$ cat src/rtl/spi_register_peripheral.sv
// SPI Mode-0 write responder driving the five PWM control registers.
// Optional register readback on cipo is enabled by defining SPI_READBACK_EN.
module spi_register_peripheral #(
    parameter int SYNC_STAGES = 2,
    parameter int MAX_ADDR    = 4
) (
    input  logic       clk,
    input  logic       rst_n,
    input  logic       sclk,
    input  logic       copi,
    input  logic       ncs,
    output logic       cipo,
    output logic       cipo_oe,
    output logic [7:0] en_reg_out_7_0,
    output logic [7:0] en_reg_out_15_8,
    output logic [7:0] en_reg_pwm_7_0,
    output logic [7:0] en_reg_pwm_15_8,
    output logic [7:0] pwm_duty_cycle
);

    typedef enum logic [1:0] {
        ST_IDLE,
        ST_SHIFT,
        ST_COMMIT
    } state_t;

    state_t r_state;
    state_t w_state_next;

    // sclk and ncs carry one flop beyond the synchronizer so edges can be detected.
    logic [SYNC_STAGES:0]   r_sclk_sync;
    logic [SYNC_STAGES:0]   r_ncs_sync;
    logic [SYNC_STAGES-1:0] r_copi_sync;

    logic [15:0] r_shift;
    logic [4:0]  r_count;
    logic [7:0]  r_regs [0:4];

    logic       w_sclk_rise;
    logic       w_ncs_rise;
    logic       w_ncs_fall;
    logic       w_copi;
    logic       w_shift_bit;
    logic [6:0] w_addr;
    logic       w_commit_ok;

    // ncs history resets low so a pin held low through reset never looks like a fresh falling edge.
    always_ff @(posedge clk or negedge rst_n) begin
        if (!rst_n) begin
            r_sclk_sync <= '0;
            r_ncs_sync  <= '0;
            r_copi_sync <= '0;
        end else begin
            r_sclk_sync <= {r_sclk_sync[SYNC_STAGES-1:0], sclk};
            r_ncs_sync  <= {r_ncs_sync[SYNC_STAGES-1:0], ncs};
            r_copi_sync <= {r_copi_sync[SYNC_STAGES-2:0], copi};
        end
    end

    assign w_sclk_rise = r_sclk_sync[SYNC_STAGES-1] & ~r_sclk_sync[SYNC_STAGES];
    assign w_ncs_rise  = r_ncs_sync[SYNC_STAGES-1]  & ~r_ncs_sync[SYNC_STAGES];
    assign w_ncs_fall  = ~r_ncs_sync[SYNC_STAGES-1] &  r_ncs_sync[SYNC_STAGES];
    assign w_copi      = r_copi_sync[SYNC_STAGES-1];
    assign w_shift_bit = (r_state == ST_SHIFT) && !w_ncs_rise && w_sclk_rise;

    assign w_addr      = r_shift[14:8];
    assign w_commit_ok = (r_count == 5'd16) && r_shift[15] &&
                         (32'(w_addr) <= MAX_ADDR) && (w_addr < 7'd5);

    always_ff @(posedge clk or negedge rst_n) begin
        if (!rst_n) begin
            r_state <= ST_IDLE;
        end else begin
            r_state <= w_state_next;
        end
    end

    always_comb begin
        w_state_next = r_state;
        case (r_state)
            ST_IDLE:   if (w_ncs_fall) w_state_next = ST_SHIFT;
            ST_SHIFT:  if (w_ncs_rise) w_state_next = ST_COMMIT;
            ST_COMMIT: w_state_next = ST_IDLE;
            default:   w_state_next = ST_IDLE;
        endcase
    end

    always_ff @(posedge clk or negedge rst_n) begin
        if (!rst_n) begin
            r_shift <= '0;
            r_count <= '0;
            // NOTE: the register file is small and must read 0 after reset, so every entry is reset explicitly.
            for (int i = 0; i < 5; i++) begin
                r_regs[i] <= '0;
            end
        end else begin
            if ((r_state == ST_IDLE) && w_ncs_fall) begin
                r_shift <= '0;
                r_count <= '0;
            end else if (w_shift_bit) begin
                r_shift <= {r_shift[14:0], w_copi};
                if (r_count != 5'd17) begin
                    r_count <= r_count + 5'd1;
                end
            end
            if ((r_state == ST_COMMIT) && w_commit_ok) begin
                r_regs[w_addr[2:0]] <= r_shift[7:0];
            end
        end
    end

    assign en_reg_out_7_0  = r_regs[0];
    assign en_reg_out_15_8 = r_regs[1];
    assign en_reg_pwm_7_0  = r_regs[2];
    assign en_reg_pwm_15_8 = r_regs[3];
    assign pwm_duty_cycle  = r_regs[4];

`ifdef SPI_READBACK_EN
    logic       w_sclk_fall;
    logic [6:0] w_rd_addr;
    logic [7:0] w_rd_data;
    logic [7:0] r_tx;
    logic       r_rd;
    logic       r_cipo;

    assign w_sclk_fall = ~r_sclk_sync[SYNC_STAGES-1] & r_sclk_sync[SYNC_STAGES];
    // On the 8th rise the address LSB is still on w_copi, not yet in the shift register.
    assign w_rd_addr   = {r_shift[5:0], w_copi};

    always_comb begin
        w_rd_data = 8'h00;
        if ((32'(w_rd_addr) <= MAX_ADDR) && (w_rd_addr < 7'd5)) begin
            w_rd_data = r_regs[w_rd_addr[2:0]];
        end
    end

    always_ff @(posedge clk or negedge rst_n) begin
        if (!rst_n) begin
            r_tx   <= '0;
            r_rd   <= 1'b0;
            r_cipo <= 1'b0;
        end else if (r_state == ST_SHIFT) begin
            if (w_shift_bit && (r_count == 5'd7) && !r_shift[6]) begin
                r_rd <= 1'b1;
                r_tx <= w_rd_data;
            end
            if (w_sclk_fall) begin
                if (r_rd && (r_count >= 5'd8) && (r_count <= 5'd15)) begin
                    r_cipo <= r_tx[7];
                    r_tx   <= {r_tx[6:0], 1'b0};
                end else begin
                    r_cipo <= 1'b0;
                end
            end
        end else begin
            r_rd   <= 1'b0;
            r_cipo <= 1'b0;
        end
    end

    assign cipo    = r_cipo;
    assign cipo_oe = (r_state == ST_SHIFT);
`else
    assign cipo    = 1'b0;
    assign cipo_oe = 1'b0;
`endif

endmodule

$ cat config.mk
export PLATFORM = sky130hd
export DESIGN_NAME = spi_register_peripheral
export DESIGN_NICKNAME = d
export VERILOG_FILES = /design/src/rtl/spi_register_peripheral.sv
export SDC_FILE = /design/constraint.sdc
export NUM_CORES = 1
export LEC_CHECK = 0
export ABC_AREA = 1
export CORE_UTILIZATION = 58
export DETAILED_ROUTE_END_ITERATION = 7
export PLACE_DENSITY = 0.84
export SETUP_SLACK_MARGIN = 0.4
export SLEW_MARGIN = 20
export SYNTH_ARGS = -nofsm -noshare
export SYNTH_HDL_FRONTEND = slang
export SYNTH_SLANG_ARGS = --single-unit
$ cat constraint.sdc
create_clock -name clk -period 2.3 [get_ports clk]
set_input_delay 0.575 -clock clk [delete_from_list [all_inputs] [get_ports clk]]
set_output_delay 0.575 -clock clk [all_outputs]
set_load 0.05 [all_outputs]
==> out/qor.yml <==
drt:
  ant_nets: 0
  routedWlPerCell_um: 13.3
  avgViaCountPerCell: 5.38
  wl_um: 6260
  drt-initial-drc-count: 209
  vias: 2538
  remaining_drc_errors: 0
  first_pass_iters: 5
place:
  io_buffers: 44
  dp_hpwl_um: 4370
  gp_congestion: 0.819
  post-place-ws_ns: 0.545
floorplan:
  die_area_um2: 5830
  dieHeight_um: 76.3
  die_w_um: 76.3
  ios: 47
  initial_core_util_pct: 61.6
  rows: 26
  core_area_um2: 5200
synthesis:
  synth.distinct_cells: 27
  synthCells: 351
  synth_top_area_share_pct: 55.4
  ys_warn_count: 0
  avgSynthCellArea_um2: 9.13
  synthArstFlopShare_pct: 100
  synth_largest_area_cell: "dfrtp_1"
  synthTopCellsByArea: "dfrtp_1, nand2_1, nand4_1, nand3_1, inv_1"
  synth_ff_type: "dfrtp_1"
  synth_edf_count: 0
  yosysSeqAreaShare_pct: 55.4
  syn_area_um2: 3200
  ys_ff_latch: 71
power_and_ir_drop:
  powerDensity_nw_per_um2: 793
  peakVddDrop_mv: 0.583
  power_mw: 3.00
  p_leak_nw: 2.15
finish:
  fill_cells: 420
  multi_input_area_um2: 1170
  drive_gt1_share_pct: 10.7
  final_util_pct: 72.8
  area_growth_pct: 18.2
  fin_nets: 406
  num_antenna_cells: 0
  seq_area_um2: 1780
sta:
  hold_slack_ns: 0.199
  fin_crit_sh_pct: 79.5
  hold_viol_final: 0
  setup_tns_ns: 0
  slew_headroom_pct: 65.5
  fin_skew_ns: 0.00811
  fmaxAchievable_ghz: 0.547
  fin_crit_ns: 1.83
  slew_violations: 0
  rsz0062_at_grt: "false"
  finalSetupViolations: 0
  tightest_slew_ns: 0.518
  layout_setup_ws_ns: 0.471
grt:
  track_usage_pct: 24.2
  grt_pass1_vias: 2408
  grt_overflow: 0
  grt_antenna_before_repair: 0
  grt_pass1_wl_um: 10900
  grt_max_degree: 34
cts:
  clockRootBuffer: "clkbuf_8"
  ctsHtreeMaxLevel: 3
  postCtsSetupBuffers: 0
  insertion_delay_ns: 0.34
  cts_hold_buffers: 0
  numCtsBuffers: 9
  cts_buffer_depth: 2
  clock_sinks: 71
  cts_tree: "yes"
  clk_pin_slew_ns: 0.07
worst_setup_path:
  cp-start-kind: "register"
  slowest_stage: "dlygate4sd2_1"
  worstSetupPathType: "reg2out"
  crit_path_cell_trace: "dlygate4sd2_1"
  cp_top_family: "buffers and inverters"
  path_max_fanout: 2
  max_stage_delay_ns: 0.53
  end_kind: "primary output"
  crit_path_start: "pwm_duty_cycle[6]"
  r2r_start: "r_count[0]"
  cp.arrival_ns: 1.25
  worstPathRequired_ns: 1.73
  worst-path-buf-inv: 1
run:
  cap_violations: 0
hold_path:
  hold_class: "in2async"
outcome:
  status: "finished clean"
==> Yosys cell counts, types with 4 or more instances <==
| library cell | number |
|---|---|
| buf_2 | 5 |
| buf_4 | 6 |
| buf_6 | 4 |
| dfrtp_1 | 71 |
| inv_1 | 35 |
| inv_2 | 4 |
| nand2_1 | 102 |
| nand3_1 | 27 |
| nand4_1 | 33 |
| nor2_1 | 11 |
| nor2_2 | 6 |
| o21ai_0 | 6 |
| o21ai_1 | 14 |
==> placed cells by master, fill, tap and decap left out, drive strengths merged <==
master,n
dlygate4sd2,40
a21oi,2
buf,7
ha,3
conb,2
clkinv,3
nand2,105
nand4,36
inv,39
nand3,30
clkbuf,14
o21ai,20
dfrtp,71
clkdlybuf4s50,3
nor3,3
xor2,3
nor2,21
==> power breakdown <==
group | total, mW | internal [mW] | switching (mW)
Combinational | 0.564 | 0.172 | 0.392
Sequential | 1.62 | 1.38 | 0.245
Clock | 0.820 | 0.415 | 0.405
==> routing by layer <==
| layer | vias up | wire length, µm | track usage (%) |
|---|---|---|---|
| li1 | 1230 | - | - |
| met1 | 1195 | 2760 | 32.0 |
| met2 | 95 | 2920 | 38.0 |
| met3 | 18 | 409 | 5.75 |
| met4 | 0 | 170 | 11.3 |
| met5 | - | 0 | 0 |
==> timing repair <==
| item | in CTS | in global routing |
|---|---|---|
| endpoints found under the setup margin | 40 | 8 |
| gates resized for setup | 40 | 0 |
| gates cloned | 0 | 1 |
| pin swaps | 0 | 1 |
==> sequential cells by signal (all words and copies together), names as in the netlist, 3 cells and up <==
register,count
r_shift,16
en_reg_out_15_8,8
en_reg_out_7_0,8
en_reg_pwm_15_8,8
en_reg_pwm_7_0,8
pwm_duty_cycle,8
r_count,5
r_ncs_sync,3
r_sclk_sync,3
==> per-stage QoR <==
stage,instances,area [µm²]
final,472,3790
after global routing,472,3790
after floorplan,352,3210
after detailed placement,456,3670
after global placement,456,3670
after CTS,471,3780
==> worst paths after layout <==
check	endpoint	slack [ns]	cells after the start
min in group clk	r_ncs_sync[1]	0.36	0
setup / recovery	pwm_duty_cycle[6]	0.47	1
hold / removal	r_count[4]	0.20	1
max in group asynchronous	r_shift[15]	1.48	2
setup reg to reg	pwm_duty_cycle[7]	0.66	9
hold reg to reg	r_ncs_sync[1]	0.36	0
==> cell families (layout without fill, tap and decap cells) <==
family	Yosys count	after routing	share of synthesized area [%]
AND/OR/NAND/NOR	194	195	30.5
adder cells (fa/ha/maj)	3	3	1.17
AO/OA/AOI/OAI	22	22	3.44
XOR/XNOR	3	3	0.820
flip-flops	71	71	55.4
other	1	2	0.117
buffers and inverters	57	106	8.51
==> cell type report <==
cell class                 instances  share of cell area [%]
multi-input combinational        225                    30.9
clock buffer                      14                    4.03
timing repair buffer              50                    11.7
clock inverter                     1                   0.132
tap                               70                    2.31
inverter                          41                    4.06
sequential                        71                    46.9
(Power assumes the default switching activity.)
